File: config.mk
export PLATFORM = sky130hd
export DESIGN_NAME = ms53l_frame_rx
export DESIGN_NICKNAME = d
export VERILOG_FILES = /design/src/rtl/ms53l_pkg.sv /design/src/rtl/ms53l_rx_timeout.sv /design/src/rtl/ms53l_frame_rx.sv
export SDC_FILE = /design/constraint.sdc
export NUM_CORES = 1
export LEC_CHECK = 0
export ABC_AREA = 1
export CELL_PAD_IN_SITES_DETAIL_PLACEMENT = 1
export CELL_PAD_IN_SITES_GLOBAL_PLACEMENT = 1
export CORE_MARGIN = 5
export CORE_UTILIZATION = 44
export CTS_CLUSTER_SIZE = 24
export DETAILED_ROUTE_END_ITERATION = 8
export PLACE_DENSITY_LB_ADDON = 0.08
export SYNTH_ARGS = -nofsm -noshare
export SYNTH_HDL_FRONTEND = slang
export SYNTH_SLANG_ARGS = --single-unit
File: constraint.sdc
create_clock -name clk -period 3.65 [get_ports clk]
set_input_delay 0.73 -clock clk [delete_from_list [all_inputs] [get_ports clk]]
set_output_delay 0.73 -clock clk [all_outputs]
set_load 0.1 [all_outputs]
File: src/rtl/ms53l_pkg.sv
// Shared MS53L framing constants and receive FSM encoding.
// The transmit sequencer uses the same header and trailer bytes.
package ms53l_pkg;

    localparam logic [7:0] MS53L_HDR = 8'h51;
    localparam logic [7:0] MS53L_CR  = 8'h0D;
    localparam logic [7:0] MS53L_LF  = 8'h0A;

    localparam logic [2:0] ERR_NONE    = 3'd0;
    localparam logic [2:0] ERR_TYPE    = 3'd1;
    localparam logic [2:0] ERR_LEN     = 3'd2;
    localparam logic [2:0] ERR_CR      = 3'd3;
    localparam logic [2:0] ERR_LF      = 3'd4;
    localparam logic [2:0] ERR_TIMEOUT = 3'd5;

    typedef enum logic [3:0] {
        S_HUNT, S_TYPE, S_ADDH, S_ADDL, S_RW,
        S_FUNC, S_LEN, S_DATA, S_CR, S_LF
    } rx_state_e;

endpackage

File: src/rtl/ms53l_rx_timeout.sv
// Inter-byte watchdog: saturating counter, cleared by every byte strobe,
// counting only while a frame is open.
module ms53l_rx_timeout #(
    parameter int TIMEOUT_CYC = 100000
) (
    input  logic clk,
    input  logic rst,
    input  logic clear,
    input  logic enable,
    output logic expired
);
    localparam int CW = $clog2(TIMEOUT_CYC);
    localparam logic [CW-1:0] LIMIT = CW'(TIMEOUT_CYC - 1);

    logic [CW-1:0] count;

    always_ff @(posedge clk) begin
        if (rst)
            count <= '0;
        else if (clear)
            count <= '0;
        else if (enable && !expired)
            count <= count + 1'b1;
    end

    assign expired = (count == LIMIT);

endmodule

File: src/rtl/ms53l_frame_rx.sv
// MS53L response-frame parser: hunts for the header, collects fields into
// shadow registers and publishes them only once the CR/LF trailer checks out.
module ms53l_frame_rx
    import ms53l_pkg::*;
#(
    parameter int         MAX_LEN     = 4,
    parameter int         TIMEOUT_CYC = 100000,
    parameter logic [7:0] EXP_TYPE    = 8'h0B
) (
    input  logic                 clk,
    input  logic                 rst,
    input  logic [7:0]           rx_data,
    input  logic                 rx_done,
    output logic                 frame_valid,
    output logic                 frame_err,
    output logic [2:0]           err_code,
    output logic [7:0]           s_type,
    output logic [15:0]          s_addr,
    output logic [7:0]           s_rw,
    output logic [7:0]           s_func,
    output logic [7:0]           s_len,
    output logic [MAX_LEN*8-1:0] s_payload,
    output logic                 busy
);
    localparam int IDX_W = $clog2(MAX_LEN) + 1;

    rx_state_e            state, state_next;
    logic                 expired, timer_en;
    logic [7:0]           type_sh, addh_sh, addl_sh, rw_sh, func_sh, len_sh;
    logic [MAX_LEN*8-1:0] pay_sh;
    logic [IDX_W-1:0]     idx;
    logic                 last_data, len_bad;
    logic                 err_set, valid_set;
    logic [2:0]           err_val;

    assign timer_en  = (state != S_HUNT);
    assign busy      = (state != S_HUNT);
    assign last_data = (8'(idx) == len_sh - 8'd1);
    assign len_bad   = (rx_data > 8'(MAX_LEN));

    ms53l_rx_timeout #(.TIMEOUT_CYC(TIMEOUT_CYC)) u_timeout (
        .clk     (clk),
        .rst     (rst),
        .clear   (rx_done),
        .enable  (timer_en),
        .expired (expired)
    );

    always_ff @(posedge clk) begin
        if (rst) state <= S_HUNT;
        else     state <= state_next;
    end

    // A byte strobe always takes precedence over an expiring timer.
    always_comb begin
        state_next = state;
        if (rx_done) begin
            case (state)
                S_HUNT: if (rx_data == MS53L_HDR) state_next = S_TYPE;
                S_TYPE: state_next = (rx_data == EXP_TYPE) ? S_ADDH : S_HUNT;
                S_ADDH: state_next = S_ADDL;
                S_ADDL: state_next = S_RW;
                S_RW:   state_next = S_FUNC;
                S_FUNC: state_next = S_LEN;
                S_LEN: begin
                    if (len_bad)              state_next = S_HUNT;
                    else if (rx_data == 8'd0) state_next = S_CR;
                    else                      state_next = S_DATA;
                end
                S_DATA: if (last_data) state_next = S_CR;
                S_CR:   state_next = (rx_data == MS53L_CR) ? S_LF : S_HUNT;
                S_LF:   state_next = S_HUNT;
                default: state_next = S_HUNT;
            endcase
        end else if (state != S_HUNT && expired) begin
            state_next = S_HUNT;
        end
    end

    always_comb begin
        err_set   = 1'b0;
        err_val   = ERR_NONE;
        valid_set = 1'b0;
        if (rx_done) begin
            case (state)
                S_TYPE: if (rx_data != EXP_TYPE) begin err_set = 1'b1; err_val = ERR_TYPE; end
                S_LEN:  if (len_bad)             begin err_set = 1'b1; err_val = ERR_LEN;  end
                S_CR:   if (rx_data != MS53L_CR) begin err_set = 1'b1; err_val = ERR_CR;   end
                S_LF: begin
                    if (rx_data == MS53L_LF) valid_set = 1'b1;
                    else begin err_set = 1'b1; err_val = ERR_LF; end
                end
                default: ;
            endcase
        end else if (state != S_HUNT && expired) begin
            err_set = 1'b1;
            err_val = ERR_TIMEOUT;
        end
    end

    always_ff @(posedge clk) begin
        if (rst) begin
            frame_valid <= 1'b0;
            frame_err   <= 1'b0;
            err_code    <= ERR_NONE;
            s_type      <= '0;
            s_addr      <= '0;
            s_rw        <= '0;
            s_func      <= '0;
            s_len       <= '0;
            s_payload   <= '0;
            type_sh     <= '0;
            addh_sh     <= '0;
            addl_sh     <= '0;
            rw_sh       <= '0;
            func_sh     <= '0;
            len_sh      <= '0;
            pay_sh      <= '0;
            idx         <= '0;
        end else begin
            frame_valid <= valid_set;
            frame_err   <= err_set;
            if (err_set) err_code <= err_val;
            if (valid_set) begin
                s_type    <= type_sh;
                s_addr    <= {addh_sh, addl_sh};
                s_rw      <= rw_sh;
                s_func    <= func_sh;
                s_len     <= len_sh;
                s_payload <= pay_sh;
            end
            if (rx_done) begin
                case (state)
                    S_TYPE: type_sh <= rx_data;
                    S_ADDH: addh_sh <= rx_data;
                    S_ADDL: addl_sh <= rx_data;
                    S_RW:   rw_sh   <= rx_data;
                    S_FUNC: func_sh <= rx_data;
                    // Payload is cleared even for len==0 so unused lanes read 0.
                    S_LEN: begin
                        len_sh <= rx_data;
                        pay_sh <= '0;
                        idx    <= '0;
                    end
                    S_DATA: begin
                        for (int i = 0; i < MAX_LEN; i++)
                            if (idx == IDX_W'(i)) pay_sh[i*8 +: 8] <= rx_data;
                        idx <= idx + 1'b1;
                    end
                    default: ;
                endcase
            end
        end
    end

endmodule

==> results.sh <==
export IMPL_maxSlewHeadroom_pct=33.3
export IMPL_rsz0062_at_grt="false"
export IMPL_switching_share_pct=31.0
export IMPL_synth_mux_area_share_pct=0
export IMPL_nets=1072
export IMPL_drv_cap=0
export IMPL_cts_hold_buf=0
export IMPL_reg2reg_depth=7
export IMPL_synth_top_area_share_pct=49.6
export IMPL_synth_largest_area_cell="dfxtp_1"
export IMPL_die_h_um=142
export IMPL_cp_top_family="buffers and inverters"
export IMPL_clock_latency_ns=0.43
export IMPL_crit_chain="clkdlybuf4s50_1"
export IMPL_synth_simple_gate_area_share_pct=17.0
export IMPL_track_usage_pct=21.0
export IMPL_synth_edff_count=0
export IMPL_vias_per_cell=5.19
export IMPL_max_freq_ghz=0.371
export IMPL_ys_ff_latch=189
export IMPL_setup_viol=0
export IMPL_vdd_ir_drop_max_mv=0.459
export IMPL_grt_pass1_wl_um=34100
export IMPL_leakage_nw=3.37
export IMPL_core_um2=17200
export IMPL_routedWlPerCell_um=16.1
export IMPL_clk_pin_slew_ns=0.06
export IMPL_period_share_pct=73.9
export IMPL_synthesis_area_um2=7630
export IMPL_worstPathMaxFanout=2
export IMPL_yosysMostFrequentCell="dfxtp_1"
export IMPL_drc=0
export IMPL_start_util_pct=44.4
export IMPL_crit_slowest_cell="clkdlybuf4s50_1"
export IMPL_cts_tree="yes"
export IMPL_rrSetupSlack_ns=1.34
export IMPL_synthCells=975
export IMPL_clock_path_buffers=2
export IMPL_pwr_share_comb_pct=20.3
export IMPL_hp_start="rw_sh[7]"
export IMPL_die_x_um=142
export IMPL_synth_xor_area_share_pct=0.803
export IMPL_seq_power_share_pct=41.6
export IMPL_clockPowerShare_pct=38.1
export IMPL_post_cts_buffers=0
export IMPL_drive_gt1_share_pct=6.95
export IMPL_n_antenna_cell=0
export IMPL_async_reset_ff_share_pct=0
export IMPL_holdCritPathClass="reg -> reg"
export IMPL_seq_area_frac_synth_pct=49.6
export IMPL_cts_root_buffer="clkbuf_16"
export IMPL_report_final_slew_viol_count=0
export IMPL_hold_slack_ns=0.457
export IMPL_grt_max_degree=105
export IMPL_reg2reg_from="state[1]"
export IMPL_cpPeakStageDelay_ns=1.16
export IMPL_synth_fa_ha_area_share_pct=1.15
export IMPL_ys_types=29
export IMPL_drt_wl_total_um=20800
export IMPL_area_delta_synth_final_pct=23.7
export IMPL_timing_worst_slew_pin_value_ns=0.997
export IMPL_cts_buffers=17
export IMPL_final_setup_tns_ns=0
export IMPL_skew_ns=0.00800
export IMPL_finalCriticalPeriod_ns=2.70
export IMPL_syn_avg_cell_area_um2=7.83
export IMPL_holdPathEnd="rw_sh[7]"
export IMPL_ctsResizeCount=0
export IMPL_clock_sinks=189
export IMPL_drt_first_pass_iters=4
export IMPL_ys_flop_type="dfxtp_1"
export IMPL_holdPathStages=2
export IMPL_worstReg2RegEnd="s_rw[5]"
export IMPL_cts_max_level=4
export IMPL_grt_ovfl_total=0
export IMPL_grt_pass1_vias=6702
export IMPL_synth_common_cells="dfxtp_1, nor2_1, inv_1, a21oi_1, nand2_1"
export IMPL_antenna_found_initial=0
export IMPL_synth_top_family_by_area="compound AO/OA/AOI/OAI gates"
export IMPL_synth_compound_area_share_pct=22.1
export IMPL_hold_viol_final=0
export IMPL_intPower_mw=3.75
export IMPL_dr_total_vias=6684
export IMPL_ios=97
export IMPL_cp_arrival_ns=1.97
export IMPL_drt_iter0_markers=336
export IMPL_crit_path_end_kind="primary output"
export IMPL_final_antenna_net_count=0
export IMPL_crit_path_start_kind="flip-flop"
export IMPL_status="finished clean"
export IMPL_synth_fp_nets=993
export IMPL_gp_congestion=0.927
export IMPL_synthTopCellsByArea="dfxtp_1, a21oi_1, nor2_1"
export IMPL_port_buffers=96
export IMPL_die_area_um2=20100
export IMPL_crit_type="reg -> out"
export IMPL_switching_power_mw=1.68
export IMPL_power_density_nw_per_um2=575
export IMPL_yosysWarnings=0
export IMPL_rows=48
export IMPL_path_buf_inv=1
export IMPL_worst_ep_required_time_ns=2.92
export IMPL_dp_hpwl_um=14000
## state kept, by name, indices dropped and copies added, names as in the netlist
| register | cells |
|---|---|
| addh_sh | 8 |
| addl_sh | 8 |
| err_code | 3 |
| frame_err | 1 |
| frame_valid | 1 |
| func_sh | 8 |
| idx | 3 |
| len_sh | 8 |
| pay_sh | 32 |
| rw_sh | 8 |
| s_addr | 16 |
| s_func | 8 |
| s_len | 8 |
| s_payload | 32 |
| s_rw | 8 |
| s_type | 8 |
| state | 4 |
| type_sh | 8 |
| u_timeout.count | 17 |
## how the worst max path moves through the flow
| stage | startpoint | end | slack (ns) | depth (start not counted) |
|---|---|---|---|---|
| after global routing | rx_data[5] | s_rw[5] | 0.87 | 9 |
| final | s_type[7] | s_type[7] | 0.95 | 1 |
| after global placement | rx_data[5] | s_addr[12] | 0.73 | 9 |
| after detailed placement | rx_data[5] | s_len[4] | 0.60 | 9 |
| after floorplan | rx_data[4] | s_addr[10] | 1.47 | 8 |
| after CTS | s_type[7] | s_type[7] | 0.94 | 1 |
## cell type report
class	count	area [um^2]
multi-input cells	605	3140
fillers	2087	7730
well taps	225	282
inverters	127	477
repair buffers	114	1120
clock inverters	10	214
flip-flops and latches	189	3780
clock buffers	19	433
## power by group through the flow
stage	Combinational [mW]	Clock, mW	Sequential, mW
CTS	1.10	2.11	2.26
floorplan	0.728	0	2.36
detailed placement	1.08	0	2.31
global route	1.22	2.19	2.27
finish	1.10	2.07	2.26
global placement	1.07	0	2.30
## placed cells by master, fill, tap and decap left out, types with 2 or more instances in the layout
master,n
and2_1,2
nor3_1,24
a21oi_1,106
clkbuf_16,17
inv_1,121
o21ai_0,97
a211oi_1,52
buf_4,18
clkbuf_1,2
inv_2,5
nand2_1,101
buf_12,2
xor2_1,6
bufinv_16,6
nor4_1,2
a211oi_2,20
nor2_1,138
nand4_1,11
dfxtp_1,189
nand3_1,31
clkdlybuf4s50_1,94
ha_1,7
## worst register-to-register path: cells and delay by family (launching register included)
family	cells	cell delay, ns
buffers and inverters	2	0.49
AND/OR/NAND/NOR	4	1.19
AO/OA/AOI/OAI	1	0.19
flip-flops	1	0.34
## stage by stage
step                setup slack (ns)  instances  power, mW  util [%]  cell area (um^2)
finish                         0.954       1289       5.43      55.0              9440
global route                   0.874       1289       5.68      55.0              9440
CTS                            0.936       1289       5.47      55.0              9440
detailed placement             0.604       1260       3.39      51.2              8800
global placement               0.725       1260       3.37      51.2              8800
floorplan                       1.47        975       3.09         -              7630
## layer usage
layer | vias up | global-route usage [%] | part of all wire [%]
met5 | - | 0 | 0
met4 | 0 | 5.40 | 1.3
met3 | 22 | 4.21 | 3.6
met2 | 117 | 34.7 | 46
met1 | 3168 | 28.3 | 49
li1 | 3377 | - | -
## cells by family after synthesis
family / Yosys count
AND/OR/NAND/NOR: 311
buffers and inverters: 181
XOR/XNOR: 7
AO/OA/AOI/OAI: 280
adder cells (fa/ha/maj): 7
flip-flops: 189
Note: power is estimated with default switching activity, not from simulation.
